## src/rtl/wb_cell_mux_if.sv

```systemverilog
`default_nettype none
// ============================================================================
// wb_cell_mux_if : upstream Wishbone slave-port bundle for wb_cell_mux
// Revision: 1.0
// ============================================================================
interface wb_cell_mux_if;
  logic        wbs_cyc_i;
  logic        wbs_stb_i;
  logic        wbs_we_i;
  logic [3:0]  wbs_sel_i;
  logic [31:0] wbs_adr_i;
  logic [31:0] wbs_dat_i;
  logic        wbs_ack_o;
  logic [31:0] wbs_dat_o;

  modport master (
    output wbs_cyc_i, wbs_stb_i, wbs_we_i, wbs_sel_i, wbs_adr_i, wbs_dat_i,
    input  wbs_ack_o, wbs_dat_o
  );

  modport slave (
    input  wbs_cyc_i, wbs_stb_i, wbs_we_i, wbs_sel_i, wbs_adr_i, wbs_dat_i,
    output wbs_ack_o, wbs_dat_o
  );
endinterface
`default_nettype wire

```

## src/rtl/wb_cell_mux.sv

```systemverilog
`default_nettype none
// ============================================================================
// wb_cell_mux : Wishbone decoder/sequencer to NSLV cell slaves with watchdog
// Revision: 1.0
// ============================================================================
module wb_cell_mux #(
  parameter int          NSLV     = 4,
  parameter logic [7:0]  BASE     = 8'h30,
  parameter int          SEL_LSB  = 8,
  parameter int          TIMEOUT  = 255,
  parameter logic [31:0] ERR_DATA = 32'hDEAD_BEEF
) (
  input  logic                   wb_clk_i,
  input  logic                   wb_rst_ni,
  wb_cell_mux_if.slave           wbs,
  output logic [NSLV-1:0]        s_cyc_o,
  output logic [NSLV-1:0]        s_stb_o,
  output logic                   s_we_o,
  output logic [3:0]             s_sel_o,
  output logic [31:0]            s_adr_o,
  output logic [31:0]            s_dat_o,
  input  logic [32*NSLV-1:0]     s_dat_i,
  input  logic [NSLV-1:0]        s_ack_i,
  output logic                   err_irq,
  output logic [7:0]             err_cnt
);

  typedef enum logic [1:0] {
    S_IDLE   = 2'd0,
    S_ACTIVE = 2'd1,
    S_RESP   = 2'd2
  } state_t;

  // Reset asserts asynchronously but releases on a clock edge.
  logic [1:0] r_rst_sync;
  logic       w_rst_n;

  always_ff @(posedge wb_clk_i or negedge wb_rst_ni) begin
    if (!wb_rst_ni) r_rst_sync <= 2'b00;
    else            r_rst_sync <= {r_rst_sync[0], 1'b1};
  end

  assign w_rst_n = r_rst_sync[1];

  state_t      r_state, w_state_nxt;
  logic [2:0]  r_idx;
  logic [7:0]  r_timer, w_timer_nxt;
  logic [31:0] r_rdata, w_rdata_nxt;
  logic        r_err, w_err_nxt;
  logic        w_latch;
  logic [7:0]  r_err_cnt;
  logic        r_we;
  logic [3:0]  r_sel;
  logic [31:0] r_adr;
  logic [31:0] r_dat;

  logic [2:0]      w_req_idx;
  logic            w_req;
  logic            w_hit;
  logic            w_timeout;
  logic            w_sel_ack;
  logic [31:0]     w_sel_dat;
  logic [NSLV-1:0] w_onehot;

  assign w_req_idx = wbs.wbs_adr_i[SEL_LSB+2:SEL_LSB];
  assign w_req     = wbs.wbs_cyc_i & wbs.wbs_stb_i;
  assign w_hit     = (wbs.wbs_adr_i[31:24] == BASE) && ({1'b0, w_req_idx} < 4'(NSLV));
  assign w_timeout = (r_timer == 8'(TIMEOUT));

  always_comb begin
    w_sel_ack = 1'b0;
    w_sel_dat = '0;
    w_onehot  = '0;
    for (int i = 0; i < NSLV; i++) begin
      if (r_idx == 3'(i)) begin
        w_onehot[i] = 1'b1;
        w_sel_ack   = s_ack_i[i];
        w_sel_dat   = s_dat_i[32*i +: 32];
      end
    end
  end

  always_ff @(posedge wb_clk_i or negedge w_rst_n) begin
    if (!w_rst_n) begin
      r_state <= S_IDLE;
      r_timer <= '0;
      r_rdata <= '0;
      r_err   <= 1'b0;
    end else begin
      r_state <= w_state_nxt;
      r_timer <= w_timer_nxt;
      r_rdata <= w_rdata_nxt;
      r_err   <= w_err_nxt;
    end
  end

  always_comb begin
    w_state_nxt = r_state;
    w_timer_nxt = r_timer;
    w_rdata_nxt = r_rdata;
    w_err_nxt   = r_err;
    w_latch     = 1'b0;
    unique case (r_state)
      S_IDLE: begin
        if (w_req) begin
          w_latch     = 1'b1;
          w_timer_nxt = '0;
          if (w_hit) begin
            w_state_nxt = S_ACTIVE;
            w_err_nxt   = 1'b0;
          end else begin
            w_state_nxt = S_RESP;
            w_rdata_nxt = ERR_DATA;
            w_err_nxt   = 1'b1;
          end
        end
      end
      S_ACTIVE: begin
        // Abort beats everything; an ack beats a simultaneous timeout.
        if (!wbs.wbs_cyc_i) begin
          w_state_nxt = S_IDLE;
        end else if (w_sel_ack) begin
          w_state_nxt = S_RESP;
          w_rdata_nxt = w_sel_dat;
          w_err_nxt   = 1'b0;
        end else if (w_timeout) begin
          w_state_nxt = S_RESP;
          w_rdata_nxt = ERR_DATA;
          w_err_nxt   = 1'b1;
        end else begin
          w_timer_nxt = r_timer + 8'd1;
        end
      end
      S_RESP: begin
        w_state_nxt = S_IDLE;
      end
      default: begin
        w_state_nxt = S_IDLE;
      end
    endcase
  end

  always_ff @(posedge wb_clk_i or negedge w_rst_n) begin
    if (!w_rst_n) begin
      r_idx <= '0;
      r_we  <= 1'b0;
      r_sel <= '0;
      r_adr <= '0;
      r_dat <= '0;
    end else if (w_latch) begin
      r_idx <= w_req_idx;
      r_we  <= wbs.wbs_we_i;
      r_sel <= wbs.wbs_sel_i;
      r_adr <= wbs.wbs_adr_i;
      r_dat <= wbs.wbs_dat_i;
    end
  end

  always_ff @(posedge wb_clk_i or negedge w_rst_n) begin
    if (!w_rst_n) begin
      r_err_cnt <= '0;
    end else if ((r_state == S_RESP) && r_err && (r_err_cnt != 8'hFF)) begin
      r_err_cnt <= r_err_cnt + 8'd1;
    end
  end

  assign s_cyc_o       = (r_state == S_ACTIVE) ? w_onehot : '0;
  assign s_stb_o       = (r_state == S_ACTIVE) ? w_onehot : '0;
  assign s_we_o        = r_we;
  assign s_sel_o       = r_sel;
  assign s_adr_o       = r_adr;
  assign s_dat_o       = r_dat;
  assign wbs.wbs_ack_o = (r_state == S_RESP);
  assign wbs.wbs_dat_o = (r_state == S_RESP) ? r_rdata : '0;
  assign err_irq       = (r_state == S_RESP) & r_err;
  assign err_cnt       = r_err_cnt;

endmodule
`default_nettype wire
```

## src/flat_wrapper.sv

```systemverilog
// flat-port wrapper written by rule: the top's interface ports become plain ports
module wb_cell_mux_flat 
#(
  parameter int          NSLV     = 4,
  parameter logic [7:0]  BASE     = 8'h30,
  parameter int          SEL_LSB  = 8,
  parameter int          TIMEOUT  = 255,
  parameter logic [31:0] ERR_DATA = 32'hDEAD_BEEF
)
  (wb_clk_i, wb_rst_ni, s_cyc_o, s_stb_o, s_we_o, s_sel_o, s_adr_o, s_dat_o, s_dat_i, s_ack_i, err_irq, err_cnt, wbs_wbs_cyc_i, wbs_wbs_stb_i, wbs_wbs_we_i, wbs_wbs_sel_i, wbs_wbs_adr_i, wbs_wbs_dat_i, wbs_wbs_ack_o, wbs_wbs_dat_o);
  wb_cell_mux_if wbs_i ();
  input  logic wb_clk_i;
  input  logic wb_rst_ni;
  output logic [NSLV-1:0] s_cyc_o;
  output logic [NSLV-1:0] s_stb_o;
  output logic s_we_o;
  output logic [3:0] s_sel_o;
  output logic [31:0] s_adr_o;
  output logic [31:0] s_dat_o;
  input  logic [32*NSLV-1:0] s_dat_i;
  input  logic [NSLV-1:0] s_ack_i;
  output logic err_irq;
  output logic [7:0] err_cnt;
  input wire logic [$bits(wbs_i.wbs_cyc_i)-1:0] wbs_wbs_cyc_i;
  input wire logic [$bits(wbs_i.wbs_stb_i)-1:0] wbs_wbs_stb_i;
  input wire logic [$bits(wbs_i.wbs_we_i)-1:0] wbs_wbs_we_i;
  input wire logic [$bits(wbs_i.wbs_sel_i)-1:0] wbs_wbs_sel_i;
  input wire logic [$bits(wbs_i.wbs_adr_i)-1:0] wbs_wbs_adr_i;
  input wire logic [$bits(wbs_i.wbs_dat_i)-1:0] wbs_wbs_dat_i;
  output wire logic [$bits(wbs_i.wbs_ack_o)-1:0] wbs_wbs_ack_o;
  output wire logic [$bits(wbs_i.wbs_dat_o)-1:0] wbs_wbs_dat_o;
  assign wbs_i.wbs_cyc_i = wbs_wbs_cyc_i;
  assign wbs_i.wbs_stb_i = wbs_wbs_stb_i;
  assign wbs_i.wbs_we_i = wbs_wbs_we_i;
  assign wbs_i.wbs_sel_i = wbs_wbs_sel_i;
  assign wbs_i.wbs_adr_i = wbs_wbs_adr_i;
  assign wbs_i.wbs_dat_i = wbs_wbs_dat_i;
  assign wbs_wbs_ack_o = wbs_i.wbs_ack_o;
  assign wbs_wbs_dat_o = wbs_i.wbs_dat_o;
  wb_cell_mux #(.NSLV(NSLV), .BASE(BASE), .SEL_LSB(SEL_LSB), .TIMEOUT(TIMEOUT), .ERR_DATA(ERR_DATA)) u_core (.wb_clk_i(wb_clk_i), .wb_rst_ni(wb_rst_ni), .wbs(wbs_i), .s_cyc_o(s_cyc_o), .s_stb_o(s_stb_o), .s_we_o(s_we_o), .s_sel_o(s_sel_o), .s_adr_o(s_adr_o), .s_dat_o(s_dat_o), .s_dat_i(s_dat_i), .s_ack_i(s_ack_i), .err_irq(err_irq), .err_cnt(err_cnt));
endmodule
```

## config.mk

```make
export PLATFORM = sky130hd
export DESIGN_NAME = wb_cell_mux_flat
export DESIGN_NICKNAME = d
export VERILOG_FILES = /design/src/rtl/wb_cell_mux_if.sv /design/src/rtl/wb_cell_mux.sv /design/src/flat_wrapper.sv
export SDC_FILE = /design/constraint.sdc
export NUM_CORES = 1
export LEC_CHECK = 0
export ABC_CLOCK_PERIOD_IN_PS = 3400
export CORE_ASPECT_RATIO = 1.5
export CORE_UTILIZATION = 37
export CTS_BUF_LIST = sky130_fd_sc_hd__clkbuf_4 sky130_fd_sc_hd__clkbuf_8
export CTS_CLUSTER_DIAMETER = 50
export CTS_CLUSTER_SIZE = 8
export DETAILED_ROUTE_END_ITERATION = 12
export GPL_TIMING_DRIVEN = 0
export PLACE_DENSITY = 0.89
export SETUP_SLACK_MARGIN = 0.1
export SYNTH_ARGS = -nofsm -noshare
export SYNTH_HDL_FRONTEND = slang
export SYNTH_SLANG_ARGS = --single-unit
```

## constraint.sdc

```tcl
create_clock -name wb_clk_i -period 3.4 [get_ports wb_clk_i]
set_input_delay 0.68 -clock wb_clk_i [delete_from_list [all_inputs] [get_ports wb_clk_i]]
set_output_delay 0.68 -clock wb_clk_i [all_outputs]
set_load 0.005 [all_outputs]
```

==> results.json <==
{
  "use_met3_pct": 5.837,
  "synth_top_area_share_pct": 49.61,
  "fmax_mhz": 324.7,
  "vias_per_cell": 4.884,
  "path_cells": "clkbuf_2 -> buf_2 -> and3_1 -> buf_4 -> clkdlybuf4s50_1",
  "p_total_mw": 4.200,
  "synthAdderAreaFrac_pct": 0.4067,
  "cts_setup_buffers": 0,
  "cts_tree": "done",
  "insertion_delay_ps": 430,
  "yosys.area_share.xor_xnor_pct": 0.9963,
  "grt_max_degree": 68,
  "synth_area_leaders": "dfrtp_1 50%, nand2_1 13%, mux4_2 9.2%, mux2i_1 4.6%, and2_1 3.6%",
  "synth_largest_area_cell": "dfrtp_1",
  "area_growth_pct": 63.91,
  "met2_usage_pct": 43.72,
  "cp_top_family": "buffers and inverters",
  "rows": 57,
  "drc": 0,
  "synth_ff_type": "dfrtp_1",
  "drive_gt1_share_pct": 8.401,
  "critPathKind": "register to output port",
  "ys_types": 42,
  "end_kind": "output port",
  "slew_headroom_pct": 34.08,
  "firstDrtPassIters": 6,
  "setup_viol": 0,
  "grt_busiest_layer": "met2",
  "cp.arrival_ps": 2400,
  "ys_seq_area_share_pct": 49.61,
  "path_clk_slew_ps": 100,
  "ir_drop_mv": 0.2810,
  "synth-simple-area-share_pct": 23.97,
  "fillers": 1318,
  "totalWireLength_um": 20240,
  "grt_pass1_wl_um": 31400,
  "gp_congestion": 0.8562,
  "hp-class": "register to register",
  "cpPeakStageDelay_ps": 480,
  "synth_commonest_cells": "220 x nand2_1, 122 x dfrtp_1, 35 x and2_1",
  "hold_viol_final": 0,
  "cts_hold_buf": 0,
  "wire_per_inst_um": 16.94,
  "setup_tns_ps": 0,
  "portBuffers": 323,
  "die_area_um2": 17160,
  "cts_sinks": 122,
  "numCtsBuffers": 17,
  "detail-route-antenna-nets": 0,
  "cp_slowest_cell": "clkdlybuf4s50_1",
  "ctsHtreeMaxLevel": 4,
  "synth_compound_area_share_pct": 4.595,
  "dp_hpwl_um": 15830,
  "die_w_um": 107.3,
  "cp-start-kind": "register",
  "grt_pass1_vias": 6029,
  "synth_nets": 842,
  "final_nets": 1182,
  "ys_warn_count": 0,
  "post_synth_mux_area_share_pct": 15.35,
  "drt_iter0_drc": 290,
  "ys_async_sr_fraction_pct": 100.0,
  "cellPowerDensity_nw_per_um2": 416.4,
  "hold_slack_ps": 365.7,
  "grtUsageTotal_pct": 24.09,
  "syn_area_per_cell_um2": 9.690,
  "clockBufferDepth": 2,
  "critPathBufInv": 4,
  "ios": 324,
  "antenna_found_initial": 1,
  "status": "completed",
  "multiInputGateArea_um2": 2806,
  "clockRootBuffer": "clkbuf_8",
  "post-route-util_pct": 62.03,
  "worstMarginPinSlew_ps": 988.8,
  "initial_core_util_pct": 37.84,
  "worstPathRequired_ps": 2720,
  "netlist_instances": 635,
  "rsz0062_at_grt": "no",
  "coreArea_um2": 16260,
  "ys_ff_latch": 122,
  "synth-edff-count": 0,
  "min_period_over_period_pct": 90.59,
  "vias": 5836,
  "syn_area_um2": 6153,
  "grt_overflow": 0,
  "use_met1_pct": 25.86,
  "skew_ps": 19.30,
  "maxSlewViolCount": 0,
  "critPathMaxFanout": 19,
  "period_minus_slack_ps": 3080,
  "synth_top_family_by_area": "simple AND/OR/NAND/NOR gates",
  "maxCapViolCount": 0,
  "yosysMostFrequentCell": "nand2_1",
  "cellLeakagePower_nw": 4.477,
  "die_h_um": 159.9,
  "seqCellArea_um2": 3057
}
==> power by group <==
group | internal, mW | total [mW] | switching (mW)
Combinational | 0.720 | 1.16 | 0.435
Sequential | 1.61 | 1.73 | 0.128
Clock | 0.565 | 1.31 | 0.747
==> metrics by stage <==
| stage | setup WS [ps] | instances | area [um^2] |
|---|---|---|---|
| CTS | 76.52 | 1195 | 10080 |
| floorplan | 1083 | 635 | 6155 |
| finish | 319.9 | 1195 | 10090 |
| detailed placement | 1.106 | 1165 | 9676 |
| global placement | 54.61 | 1164 | 9646 |
| global route | 110.2 | 1194 | 10080 |
==> path summary, 6_finish.rpt <==
| path | cells past startpoint | startpoint | endpoint | slack [ps] |
|---|---|---|---|---|
| hold / removal | 0 | u_core.r_rst_sync[0] | u_core.r_rst_sync[1] | 370 |
| setup / recovery | 5 | u_core.s_adr_o[9] | s_stb_o[3] | 320 |
| max in group asynchronous | 1 | u_core.r_rst_sync[1] | u_core.r_rdata[3] | 2140 |
| hold reg to reg | 0 | u_core.r_rst_sync[0] | u_core.r_rst_sync[1] | 370 |
| min in group asynchronous | 1 | wb_rst_ni | u_core.r_rst_sync[1] | 400 |
| setup reg to reg | 6 | u_core.s_adr_o[8] | u_core.r_rdata[20] | 850 |
==> cell type report <==
type                            instances  area share, %
Antenna cell                            1        0.02481
Clock inverter                         15          1.675
Tap cell                              206          2.556
Multi-Input combinational cell        442          27.83
Timing Repair Buffer                  324          32.33
Clock buffer                           17          2.320
Inverter                               26         0.9676
Sequential cell                       122          30.31
Buffer                                 42          1.997
==> cells in the final DEF (no fill, tap or decap), drive strengths merged, types with 16 or more instances in the layout <==
cell type      Yosys  final
clkdlybuf4s50      0    323
nand2            220    220
dfrtp            122    122
clkbuf            28     43
inv               26     37
and2              35     35
mux2i             28     28
nor2              26     26
mux4              25     25
buf               17     17
a211oi            16     16
==> cell families (layout without fill, tap and decap cells) <==
kind of cell | after synthesis | count (layout)
DFF | 122 | 122
AOI/OAI and AO/OA | 38 | 38
and+or+nand+nor | 332 | 332
other | 1 | 2
buffers and inverters | 71 | 424
muxes | 62 | 62
xor gates and xnor gates | 7 | 7
adders and majority gates | 2 | 2
==> state kept, by name (all words and copies together) (netlist names) <==
register and cells:
u_core.r_rdata 32, u_core.r_err 1, u_core.s_adr_o 32, u_core.s_dat_o 32
u_core.s_we_o 1, u_core.err_cnt 8, u_core.r_state 2, u_core.r_rst_sync 2
u_core.r_timer 8, u_core.s_sel_o 4
==> routing by layer <==
layer | wire length, um | up-vias
met5 | 0 | -
met4 | 600 | 0
met2 | 10760 | 225
li1 | - | 2782
met1 | 7564 | 2793
met3 | 1315 | 36
==> what timing repair did <==
action	CTS	global route
gates resized for setup	4	1
setup endpoints to repair	11	5
endpoints found under the hold margin	0	0
(Power assumes the default switching activity.)
